[src/rtl/my_logic_unit.sv]
// Bitwise logic unit (AND/OR/XOR/NOT/NAND/NOR/XNOR/PASS) with registered result and CCR.
// Result after 1 cycle, N after 2, Z and out_valid after 3; holds result while out_ready is low.
module my_logic_unit #(
  parameter int OP_SIZE = 4
) (
  input  logic               clk,
  input  logic               rst_n,
  input  logic               in_valid,
  output logic               in_ready,
  input  logic [OP_SIZE-1:0] a,
  input  logic [OP_SIZE-1:0] b,
  input  logic [2:0]         op,
  input  logic               cv_load,
  input  logic [1:0]         cv_in,
  output logic               out_valid,
  input  logic               out_ready,
  output logic [OP_SIZE-1:0] r,
  output logic [3:0]         ccr
);

  typedef enum logic [2:0] {
    S_IDLE   = 3'd0,
    S_CALC   = 3'd1,
    S_FLAG_N = 3'd2,
    S_FLAG_Z = 3'd3,
    S_DONE   = 3'd4
  } state_t;

  state_t             r_state;
  logic [OP_SIZE-1:0] r_a;
  logic [OP_SIZE-1:0] r_b;
  logic [2:0]         r_op;
  logic [OP_SIZE-1:0] r_res;
  logic [1:0]         r_nz;
  logic [1:0]         r_cv;
  logic               r_out_valid;

  logic               w_accept;
  logic [OP_SIZE-1:0] w_f;

  assign in_ready  = (r_state == S_IDLE) | ((r_state == S_DONE) & out_ready);
  assign w_accept  = in_valid & in_ready;
  assign out_valid = r_out_valid;
  assign r         = r_res;
  assign ccr       = {r_cv, r_nz};

  always_comb begin
    w_f = r_a;
    case (r_op)
      3'b000:  w_f = r_a & r_b;
      3'b001:  w_f = r_a | r_b;
      3'b010:  w_f = r_a ^ r_b;
      3'b011:  w_f = ~r_a;
      3'b100:  w_f = ~(r_a & r_b);
      3'b101:  w_f = ~(r_a | r_b);
      3'b110:  w_f = ~(r_a ^ r_b);
      default: w_f = r_a;
    endcase
  end

  // Operands are captured only on the accepting edge, so later input changes cannot disturb the op in flight.
  always_ff @(posedge clk or negedge rst_n) begin
    if (!rst_n) begin
      r_state     <= S_IDLE;
      r_a         <= '0;
      r_b         <= '0;
      r_op        <= '0;
      r_res       <= '0;
      r_nz        <= '0;
      r_out_valid <= 1'b0;
    end else begin
      if (w_accept) begin
        r_a  <= a;
        r_b  <= b;
        r_op <= op;
      end
      case (r_state)
        S_IDLE: begin
          if (in_valid) r_state <= S_CALC;
        end
        S_CALC: begin
          r_res   <= w_f;
          r_state <= S_FLAG_N;
        end
        S_FLAG_N: begin
          r_nz[1] <= r_res[OP_SIZE-1];
          r_state <= S_FLAG_Z;
        end
        S_FLAG_Z: begin
          r_nz[0]     <= (r_res == '0);
          r_out_valid <= 1'b1;
          r_state     <= S_DONE;
        end
        S_DONE: begin
          if (out_ready) begin
            r_out_valid <= 1'b0;
            r_state     <= in_valid ? S_CALC : S_IDLE;
          end
        end
        default: r_state <= S_IDLE;
      endcase
    end
  end

  // C and V are owned by cv_load alone and may be written in any state.
  always_ff @(posedge clk or negedge rst_n) begin
    if (!rst_n) begin
      r_cv <= '0;
    end else if (cv_load) begin
      r_cv <= cv_in;
    end
  end

endmodule
[config.mk]
export PLATFORM = sky130hd
export DESIGN_NAME = my_logic_unit
export DESIGN_NICKNAME = d
export VERILOG_FILES = /design/src/rtl/my_logic_unit.sv
export SDC_FILE = /design/constraint.sdc
export NUM_CORES = 1
export LEC_CHECK = 0
export ABC_AREA = 1
export BUFFER_PORTS_ARGS = -buffer_cell sky130_fd_sc_hd__buf_4
export CAP_MARGIN = 25
export CORE_ASPECT_RATIO = 2
export CORE_UTILIZATION = 49
export CTS_BUF_LIST = sky130_fd_sc_hd__clkbuf_16
export CTS_CLUSTER_SIZE = 28
export DETAILED_ROUTE_END_ITERATION = 8
export GPL_TIMING_DRIVEN = 0
export HOLD_SLACK_MARGIN = 0.02
export PLACE_DENSITY_LB_ADDON = 0.05
export SETUP_SLACK_MARGIN = 0.5
export SYNTH_ARGS = -nofsm -noshare
export SYNTH_HDL_FRONTEND = slang
export SYNTH_SLANG_ARGS = --single-unit
[constraint.sdc]
create_clock -name clk -period 1.1 [get_ports clk]
set_input_delay 0.22 -clock clk [delete_from_list [all_inputs] [get_ports clk]]
set_output_delay 0.22 -clock clk [all_outputs]
set_load 0.01 [all_outputs]
==> impl_metrics.toml, run 1 <==
[global_routing]
grt_pass1_wl_um = 5871
grt_max_degree = 24
grt_pass1_vias = 1408
grt_usage_pct = 26.91
grt_overflow = 0
antenna_found_initial = 0

[drt]
wl_um = 4162
drt_first_iter_violations = 34
dr.pass1.iters = 5
num_vias = 1475
post_drt_wl_per_cell_um = 15.19
drcViolationCount = 0
drtAntennaViolNets = 0
viasPerCell = 5.383

[synth]
synth_largest_area_cell = "dfrtp_1"
ys_seq_area_share_pct = 41.14
netlist_instances = 188
yosysWarnings = 0
netlist.area_leader.share_pct = 41.14
syn_nets = 214
synth_cell_type_count = 17
ys_ff_latch = 23
syn-cell-area_um2 = 1399
syn_area_per_cell_um2 = 7.441
synth.area.top_cells = "dfrtp_1 (41%), nand2_1 (15%), ha_1 (7.2%), inv_1 (6.7%), nand4_1 (5.4%)"

[power]
design_power_total_mw = 6.700
combPwrFrac_pct = 65.0
leakage_nw = 1.149
p_seq_share_pct = 23.1
p_int_mw = 3.796
clkPwrFrac_pct = 11.9
power.switching_fraction_pct = 43.34
peakVddDrop_mv = 1.868
power_density_nw_per_um2 = 3063
switchingPower_mw = 2.904

[setup_path]
cp.required_ps = 880
crit_path_start = "r_state[1]"
slowest_stage = "dfrtp_1"
worst-path-buf-inv = 2
crit_chain = "nor2_4 > o21ai_4 > inv_1 > buf_4"
start_kind = "flip-flop"
crit_type = "reg2out"
arrival_ps = 1080
cp_max_fo = 2
cp_slowest_stage_delay_ps = 410
r2r-start = "r_state[1]"
cp-end-kind = "output pin"
cp_top_family = "flip-flops"

[timing]
slew_headroom_pct = 79.00
fin_crit_sh_pct = 118.4
setup_viol = 17
skew_ps = 1.398
max_freq_ghz = 0.7680
worst_slack_ps = -202.0
slew_violations = 0
tightestPinTransition_ps = 315.1
timing.final.crit_period_ps = 1302
finalHoldWorstSlack_ps = -145.1
hold_viol = 23
rsz0062_at_grt = "yes"

[layout]
final_cell_mix = "nand2_1 (46), buf_4 (36), buf_6 (22), dfrtp_1 (22), inv_1 (14)"
finalInstanceArea_um2 = 2187
drive_above_1_share_pct = 45.31
utilization_pct = 79.93
num-nets-final = 272
finalNonFillerCells = 274
syn_to_final_growth_pct = 56.35
n_antenna_cell = 0
final_common_cell = "nand2_1"

[placed_design]
place_ws_ps = -197.7
dpl_cell_area_um2 = 1698
numPortBuffers = 27
dp_hpwl_um = 2625
dp.cells = 244
place.gp.congestion = 0.8843

[cts]
clk_latency_ps = 260
clkSlewWorstSetupHoldPaths_ps = 60
cts_num_sinks = 23
clock_path_buffers = 2
htree_levels = 1
numCtsBuffers = 3
clockRootBuffer = "clkbuf_16"
cts_tree = "done"

[die]
coreArea_um2 = 2736
die-area_um2 = 3085
rows = 27
die_x_um = 39.78
die_h_um = 77.56
ios = 28
start_util_pct = 51.12

[run_status]
failed_checks = "hold timing, setup timing"
run_status = "finished, violations left"

[hold_path]
hp-class = "in2async"

[flow_run]
drv_cap = 0
## final cells by class
cell class,instances,area (um2)
multi-input cells,132,847.1
plain buffers,6,63.81
clock buffers,3,75.07
clock inverters,1,5.005
flip-flops and latches,23,576.8
well taps,29,36.28
repair buffers,53,474.2
inverters,27,108.9
fillers,191,549.3
## cells in the mapped netlist (all sizes together)
master and instances:
a21oi 5, buf 6, dfrtp 23, ha 8, inv 27, mux2 3
nand2 56, nand3 15, nand3b 2, nand4 12, nor2 17, o21ai 14
## kinds of logic (layout without fill, tap and decap cells)
family / Yosys count / in the layout / share of synthesized area, %
simple gates: 102 / 102 / 32.29
buf+inv: 33 / 90 / 9.928
flops: 23 / 23 / 41.14
compound gates: 19 / 19 / 7.066
fa+ha+maj: 8 / 8 / 7.156
mux: 3 / 3 / 2.415
## state kept, by name, indices dropped and copies added, names as in the netlist
signal     flops
out_valid      1
r              4
r_a            4
r_b            4
r_cv           2
r_nz           2
r_op           3
r_state        3
## worst register-to-register path, cell delays in order, from the launching register on
cell     delay [ps]
dfrtp_1         410
nor2_4          160
o21ai_4          90
nor2_4          230
buf_6           170
nand2_1          50
o21ai_1          70
## layer usage
metal  vias up  routed length (um)  global-route usage (%)
met2        51                2487                   51.48
met3        11                 169                   3.429
met1       692                1397                   23.80
met5         -                   0                       0
li1        721                   -                       -
met4         0                 108                   13.45
## what timing repair did
action,4_1_cts,5_1_grt
cloned,0,2
endpoints found under the setup margin,33,33
endpoints found under the hold margin,23,23
setup buffers,18,6
resized for setup,37,38
pin swaps,5,9
## worst paths after layout
kind	to	slack, ps	cells after the start
setup reg to reg	r_op[1]	-160	6
hold reg to reg	r_nz[0]	510	2
setup / recovery	in_ready	-200	4
hold / removal	out_valid	-150	1
max in group asynchronous	r_op[2]	990	1
min in group clk	r_a[3]	170	3
## power groups by stage
stage                     clock, mW  sequential [mW]  combinational, mW
after global routing          0.850             1.59               4.73
after floorplan                   0             1.54               2.05
after global placement            0             1.52               2.83
after detailed placement          0             1.55               2.91
final                         0.798             1.55               4.35
after CTS                     0.822             1.53               3.83
## through the flow
step / hold WS [ps] / TNS (ps)
2_1_floorplan: -75.59 / -17.08
3_3_place_gp: 124.6 / -2021
3_5_place_dp: 133.3 / -2389
4_1_cts: -142.6 / -1493
5_1_grt: -124.6 / -3244
6_report: -145.1 / -2299
(Power assumes the default switching activity.)
==> inputs of run 2 (changes only) <==
--- a/config.mk
+++ b/config.mk
@@ -7,9 +7,7 @@
 export LEC_CHECK = 0
 export ABC_AREA = 1
 export BUFFER_PORTS_ARGS = -buffer_cell sky130_fd_sc_hd__buf_4
-export CAP_MARGIN = 25
-export CORE_ASPECT_RATIO = 2
-export CORE_UTILIZATION = 49
+export CORE_UTILIZATION = 58
 export CTS_BUF_LIST = sky130_fd_sc_hd__clkbuf_16
 export CTS_CLUSTER_SIZE = 28
 export DETAILED_ROUTE_END_ITERATION = 8
==> constraint.sdc (replaced) <==
create_clock -name clk -period 1.5 [get_ports clk]
set_input_delay 0.3 -clock clk [delete_from_list [all_inputs] [get_ports clk]]
set_output_delay 0.3 -clock clk [all_outputs]
set_load 0.01 [all_outputs]
==> run 2 against run 1 <==
The flow now stops in 5_1_grt. Area after synthesis did not move. Synthesized cell count did not move.
==> impl_metrics.toml, run 2 <==
[synth]
yosysWarnings = 0
synth_largest_area_cell = "dfrtp_1"
synth.area.top_cells = "dfrtp_1 (41%), nand2_1 (15%), ha_1 (7.2%), inv_1 (6.7%), nand4_1 (5.4%)"
synth_ff_type = "dfrtp_1"
syn_area_per_cell_um2 = 7.441
syn_nets = 214
ys_ff_latch = 23
netlist.area_leader.share_pct = 41.14
synth-edff-count = 0
netlist_instances = 188
synth_common_cells = "nand2_1 (56), inv_1 (25), dfrtp_1 (23)"
syn-cell-area_um2 = 1399
async_reset_ff_share_pct = 100.0
synth_cell_type_count = 17
ys_seq_area_share_pct = 41.14
yosysMostFrequentCell = "nand2_1"

[cts]
clockRootBuffer = "clkbuf_16"
clock_path_buffers = 2
htree_levels = 1
numCtsBuffers = 3
cts_num_sinks = 23

[die]
start_util_pct = 62.63
die_h_um = 51.11
ios = 28
rows = 17
die_x_um = 51.11

[run_status]
stop_stage = "5_1_grt"
run_status = "aborted with a tool error"
firstError = "[ERROR DPL-0038] Utilization greater than 100%, impossible to legalize"

[placed_design]
place.gp.congestion = 0.8389
dp_hpwl_um = 2497
numPortBuffers = 27

[timing]
grt-worst-endpoint = "r[2]$_DFFE_PN0N_/D"
worst-ep-kind = "sequential cell input"

[global_routing]
grt_max_degree = 24
## run 2: cell counts after synthesis
No cell type changed its count.
## run 2: kinds of logic after synthesis
family	synth area share, %
buf+inv	9.928
flops	41.14
fa+ha+maj	7.156
compound gates	7.066
mux	2.415
simple gates	32.29
## run 2: repair_timing
item,4_1_cts
endpoints found under the setup margin,29
buffers inserted,27
pin swaps,7
gates resized for setup,54
cloned,2
hold buffers,1
endpoints found under the hold margin,23
## run 2: metrics by stage
stage	instance area [um2]	setup WS [ps]	hold slack (ps)	instances	utilization, %
after CTS	2142	204.0	253.7	277	95.91
after floorplan	1459	390.8	4.409	188	-
after detailed placement	1697	171.3	208.7	243	75.97
after global placement	1697	250.0	207.4	243	75.97
==> inputs of run 3 (changes only) <==
==> config.mk (replaced) <==
export PLATFORM = sky130hd
export DESIGN_NAME = my_logic_unit
export DESIGN_NICKNAME = d
export VERILOG_FILES = /design/src/rtl/my_logic_unit.sv
export SDC_FILE = /design/constraint.sdc
export NUM_CORES = 1
export LEC_CHECK = 0
export ABC_AREA = 1
export BUFFER_PORTS_ARGS = -buffer_cell sky130_fd_sc_hd__buf_4
export CORE_AREA = 2 2 63 65
export DETAILED_ROUTE_END_ITERATION = 8
export DIE_AREA = 0 0 65 67
export GPL_TIMING_DRIVEN = 0
export PLACE_DENSITY_LB_ADDON = 0.15
export SYNTH_ARGS = -nofsm -noshare
export SYNTH_HDL_FRONTEND = slang
export SYNTH_SLANG_ARGS = --single-unit
==> run 3 against run 2 <==
The run now ends clean.
==> impl_metrics.toml, run 3 (synthesis gave the netlist of run 1 again) <==
[power]
clkPwrFrac_pct = 11.6
p_seq_share_pct = 32.3
leakage_nw = 0.9466
power.switching_fraction_pct = 46.75
p_int_mw = 1.835
combPwrFrac_pct = 56.1
power_density_nw_per_um2 = 1997
switchingPower_mw = 1.610
peakVddDrop_mv = 0.7312

[timing]
slew_violations = 0
slew_headroom_pct = 77.83
timing.final.crit_period_ps = 1441
skew_ps = 5.251
tightestPinTransition_ps = 331.6
hold_viol = 0
setup_viol = 0
fin_crit_sh_pct = 96.09
max_freq_ghz = 0.6938
setup_tns_ps = 0

[global_routing]
antenna_found_initial = 0
grt_max_degree = 24
grt_pass1_wl_um = 5485
grt_pass1_vias = 1210
grt_usage_pct = 16.67
grt_overflow = 0

[setup_path]
cp-end-kind = "output pin"
r2r-start = "r_state[1]"
cp_top_family = "flip-flops"
cp_max_fo = 5
slowest_stage = "dfrtp_1"
crit_chain = "nor2_4 > o21ai_2 > inv_1 > buf_4"
cp_slowest_stage_delay_ps = 440
r2r_slack_ps = 150
r2r_end = "r_a[0]"
start_kind = "flip-flop"
cp.required_ps = 1200
r2r_cells = 5
arrival_ps = 1140
worst-path-buf-inv = 2
crit_type = "reg2out"

[placed_design]
numPortBuffers = 27
dp_hpwl_um = 2317
dpl_cell_area_um2 = 1662
dp.cells = 263
place.gp.congestion = 0.8570

[die]
die_h_um = 67
die-area_um2 = 4355
start_util_pct = 38.79
ios = 28
rows = 22
coreArea_um2 = 3606
die_x_um = 65

[layout]
n_antenna_cell = 0
final_cell_mix = "nand2_1 (56), buf_4 (30), inv_1 (24), dfrtp_1 (23)"
syn_to_final_growth_pct = 23.34
nFillCells = 372
final_common_cell = "nand2_1"
num-nets-final = 247
utilization_pct = 47.85
finalInstanceArea_um2 = 1725
drive_above_1_share_pct = 21.82
finalNonFillerCells = 268

[cts]
cts_num_sinks = 23
clkSlewWorstSetupHoldPaths_ps = 90
clk_latency_ps = 270
clockRootBuffer = "clkbuf_8"
clock_path_buffers = 2
cts_tree = "done"
numCtsBuffers = 3
htree_levels = 1

[drt]
drcViolationCount = 0
post_drt_wl_per_cell_um = 11.97
drt_first_iter_violations = 62
dr.pass1.iters = 4
viasPerCell = 4.881
num_vias = 1308
wl_um = 3208
drtAntennaViolNets = 0

[flow_run]
drv_cap = 0

[hold_path]
hold_end = "r_op[0]"
holdCritStartpoint = "op[0]"
hp-class = "in2reg"
min_path_cells = 3

[run_status]
run_status = "complete, no violations"
-- run 3: metal layers --
layer,track usage (%),vias to the layer above,wire [um]
li1,-,667,-
met1,22.11,608,1592
met2,25.90,29,1429
met3,3.209,4,152
met4,8.245,0,34
met5,0,-,0
-- run 3: layout make-up --
cell class                      instances  area (um2)  share of cell area, %
Tap cell                               48       60.06                  3.481
Timing Repair Buffer                   28       212.7                  12.33
Multi-Input combinational cell        132       689.4                  39.96
Buffer                                  6       40.04                  2.321
Clock inverter                          1       5.005                 0.2901
Sequential cell                        23       575.6                  33.36
Inverter                               27       101.3                  5.874
Clock buffer                            3       41.29                  2.393
-- run 3: worst min-delay path: cells and delay by family --
| kind | cells | cell delay (ps) |
|---|---|---|
| and+or+nand+nor | 1 | 40 |
| buffers and inverters | 1 | 80 |
| AOI/OAI and AO/OA | 1 | 50 |
-- run 3: through the flow --
| step | setup slack, ps | power (mW) | hold slack [ps] |
|---|---|---|---|
| global placement | 97.60 | 3.024 | 217.0 |
| detailed placement | 74.91 | 3.043 | 215.3 |
| CTS | 11.01 | 3.462 | 223.4 |
| finish | 58.65 | 3.445 | 227.5 |
| floorplan | 351.3 | 2.460 | 4.409 |
| global route | -9.554 | 3.830 | 232.3 |
-- run 3: repair_timing --
item / CTS / global route
setup buffers: 0 / 0
endpoints found under the hold margin: 23 / 0
hold buffers: 1 / 0
gates resized for setup: 0 / 3
setup endpoints to repair: 0 / 12
-- run 3: worst max-delay path by stage --
stage	startpoint	to	cells past startpoint
global route	r_state[1]	in_ready	4
CTS	r_state[1]	in_ready	4
global placement	r_state[1]	r_b[1]	5
finish	r_state[1]	in_ready	4
floorplan	r_state[1]	r_op[0]	5
detailed placement	r_state[1]	r_a[0]	5
-- run 3: power by group through the flow --
stage          sequential, mW  combinational, mW  clock, mW
2_1_floorplan            1.11               1.35          0
3_3_place_gp             1.11               1.91          0
3_5_place_dp             1.11               1.93          0
4_1_cts                  1.10               1.94      0.421
5_1_grt                  1.15               2.23      0.444
6_report                 1.11               1.93      0.400
==> inputs of run 4 (changes only) <==
--- a/config.mk
+++ b/config.mk
@@ -7,9 +7,8 @@
 export LEC_CHECK = 0
 export ABC_AREA = 1
 export BUFFER_PORTS_ARGS = -buffer_cell sky130_fd_sc_hd__buf_4
-export CORE_AREA = 2 2 63 65
+export CORE_UTILIZATION = 33
 export DETAILED_ROUTE_END_ITERATION = 8
-export DIE_AREA = 0 0 65 67
 export GPL_TIMING_DRIVEN = 0
 export PLACE_DENSITY_LB_ADDON = 0.15
 export SYNTH_ARGS = -nofsm -noshare
==> constraint.sdc (replaced) <==
create_clock -name clk -period 1.4 [get_ports clk]
set_input_delay 0.28 -clock clk [delete_from_list [all_inputs] [get_ports clk]]
set_output_delay 0.28 -clock clk [all_outputs]
set_load 0.01 [all_outputs]
==> run 4 against run 3 <==
Routed wire length is 0.84% lower. Register-to-register slack got worse by 30 ps. First-iteration DRC count grew 13%. Combinational power grew 13%. Clock skew down 2.1 ps. Sequential power increased by 7%. Worst setup slack lost 28 ps. Largest cell class unchanged. Core utilization down 4.2 points. Non-clock buffer count rose by 3. Global-route usage is 0.24 points lower. Worst hold slack got worse by 20 ps.
==> impl_metrics.toml, run 4 (synthesis gave the netlist of run 1 again) <==
[placed_design]
numPortBuffers = 27
place.gp.congestion = 0.8690
place_ws_ps = 67.18
dp_hpwl_um = 2300
dpl_cell_area_um2 = 1664
dp.cells = 265

[timing]
timing.final.crit_period_ps = 1370
fin_crit_sh_pct = 97.82
rsz0062_at_grt = "yes"
finalHoldWorstSlack_ps = 207.4
slew_violations = 0
hold_viol = 0
setup_tns_ps = 0
max_freq_ghz = 0.7302
slew_headroom_pct = 79.00
worst_slack_ps = 30.46
setup_viol = 0
skew_ps = 3.178
tightestPinTransition_ps = 314.0

[cts]
clockRootBuffer = "clkbuf_8"
cts_tree = "done"
htree_levels = 1
cts_num_sinks = 23
clk_latency_ps = 270
numCtsBuffers = 3
clock_path_buffers = 2
clkSlewWorstSetupHoldPaths_ps = 90

[layout]
finalInstanceArea_um2 = 1760
finalNonFillerCells = 273
final_cell_mix = "nand2_1 (56), buf_4 (33), inv_1 (23), dfrtp_1 (21), nand3_1 (14)"
final_common_cell = "nand2_1"
num-nets-final = 250
utilization_pct = 43.70
drive_above_1_share_pct = 25.11
n_antenna_cell = 0
syn_to_final_growth_pct = 25.85

[setup_path]
start_kind = "flip-flop"
arrival_ps = 1090
cp-end-kind = "output pin"
cp.required_ps = 1120
r2r_end = "r[3]"
r2r_cells = 8
cp_max_fo = 4
crit_type = "reg2out"
endpoint = "in_ready"
r2r-start = "r_a[3]"
slowest_stage = "dfrtp_1"
r2r_slack_ps = 120
crit_chain = "nor2_4 > o21ai_2 > inv_1 > buf_4"
crit_path_start = "r_state[0]"
cp_slowest_stage_delay_ps = 440

[run_status]
run_status = "complete, no violations"

[die]
ios = 28
die-area_um2 = 4503
die_x_um = 67.11
die_h_um = 67.11
start_util_pct = 34.72
coreArea_um2 = 4029
rows = 23

[drt]
wl_um = 3181
drtAntennaViolNets = 0
drcViolationCount = 0
dr.pass1.iters = 4
num_vias = 1272
viasPerCell = 4.659
post_drt_wl_per_cell_um = 11.65
drt_first_iter_violations = 70

[flow_run]
drv_cap = 0

[global_routing]
grt_usage_pct = 16.43
grt_pass1_vias = 1194
grt_overflow = 0
antenna_found_initial = 0
grt_max_degree = 24
grt_pass1_wl_um = 5485

[power]
switchingPower_mw = 1.758
design_power_total_mw = 3.799
combPwrFrac_pct = 57.5
power_density_nw_per_um2 = 2158
p_int_mw = 2.041
power.switching_fraction_pct = 46.27
peakVddDrop_mv = 0.8787
p_seq_share_pct = 31.4
clkPwrFrac_pct = 11.2
leakage_nw = 0.9601

[hold_path]
hp-class = "in2reg"
## run 4: cell count changes in the layout (fill, tap and decap cells not counted)
cell      previous run  this run
dfrtp_1             23        21
dfrtp_2              0         2
buf_4               30        33
nor2_1              14        12
clkbuf_4             1         0
nor2_2               2         3
inv_1               24        23
inv_2                3         4
nor2_4               1         2
buf_2                2         3
## run 4: worst max-delay path: cells and delay by family, from the launching register on
kind | cells | cell delay (ps)
and+or+nand+nor | 1 | 150
buffers and inverters | 2 | 160
AOI/OAI and AO/OA | 1 | 80
DFF | 1 | 440
## run 4: final cells by class
cell class                 instances  area (um2)
tap                               50       62.56
multi-input combinational        132       699.4
buffer                             6       37.54
fill                             435        2268
inverter                          27       101.3
clock inverter                     1       5.005
sequential                        23       578.1
clock buffer                       3       41.29
timing repair buffer              31       235.2
## run 4: layer usage
metal  vias to the layer above  part of all wire (%)  GRT usage (%)
li1                        672                     -              -
met1                       571                    50          23.48
met2                        24                    45          24.88
met3                         5                   3.7          2.568
met4                         0                   1.4          5.585
met5                         -                     0              0
## run 4: power by group through the flow
stage	combinational [mW]	clock (mW)	sequential, mW
final	2.18	0.424	1.19
after global routing	2.50	0.468	1.24
after CTS	2.15	0.446	1.18
after detailed placement	2.08	0	1.19
after global placement	2.06	0	1.19
after floorplan	1.45	0	1.19
## run 4: repair_timing
action	in CTS	in global routing
buffers inserted	2	1
endpoints found under the hold margin	23	0
gates resized for setup	1	7
gates cloned	0	0
endpoints found under the setup margin	1	5
pin swaps	0	1
hold buffers	1	0
## run 4: worst min-delay path by stage
stage	endpoint	slack [ps]	start	cells after the start
6_report	r_op[1]	210	op[1]	3
5_1_grt	r_b[1]	220	b[1]	3
3_3_place_gp	r[2]	200	rst_n	1
2_1_floorplan	out_valid	-20	rst_n	0
4_1_cts	r_op[1]	200	op[1]	3
3_5_place_dp	r[2]	200	rst_n	1
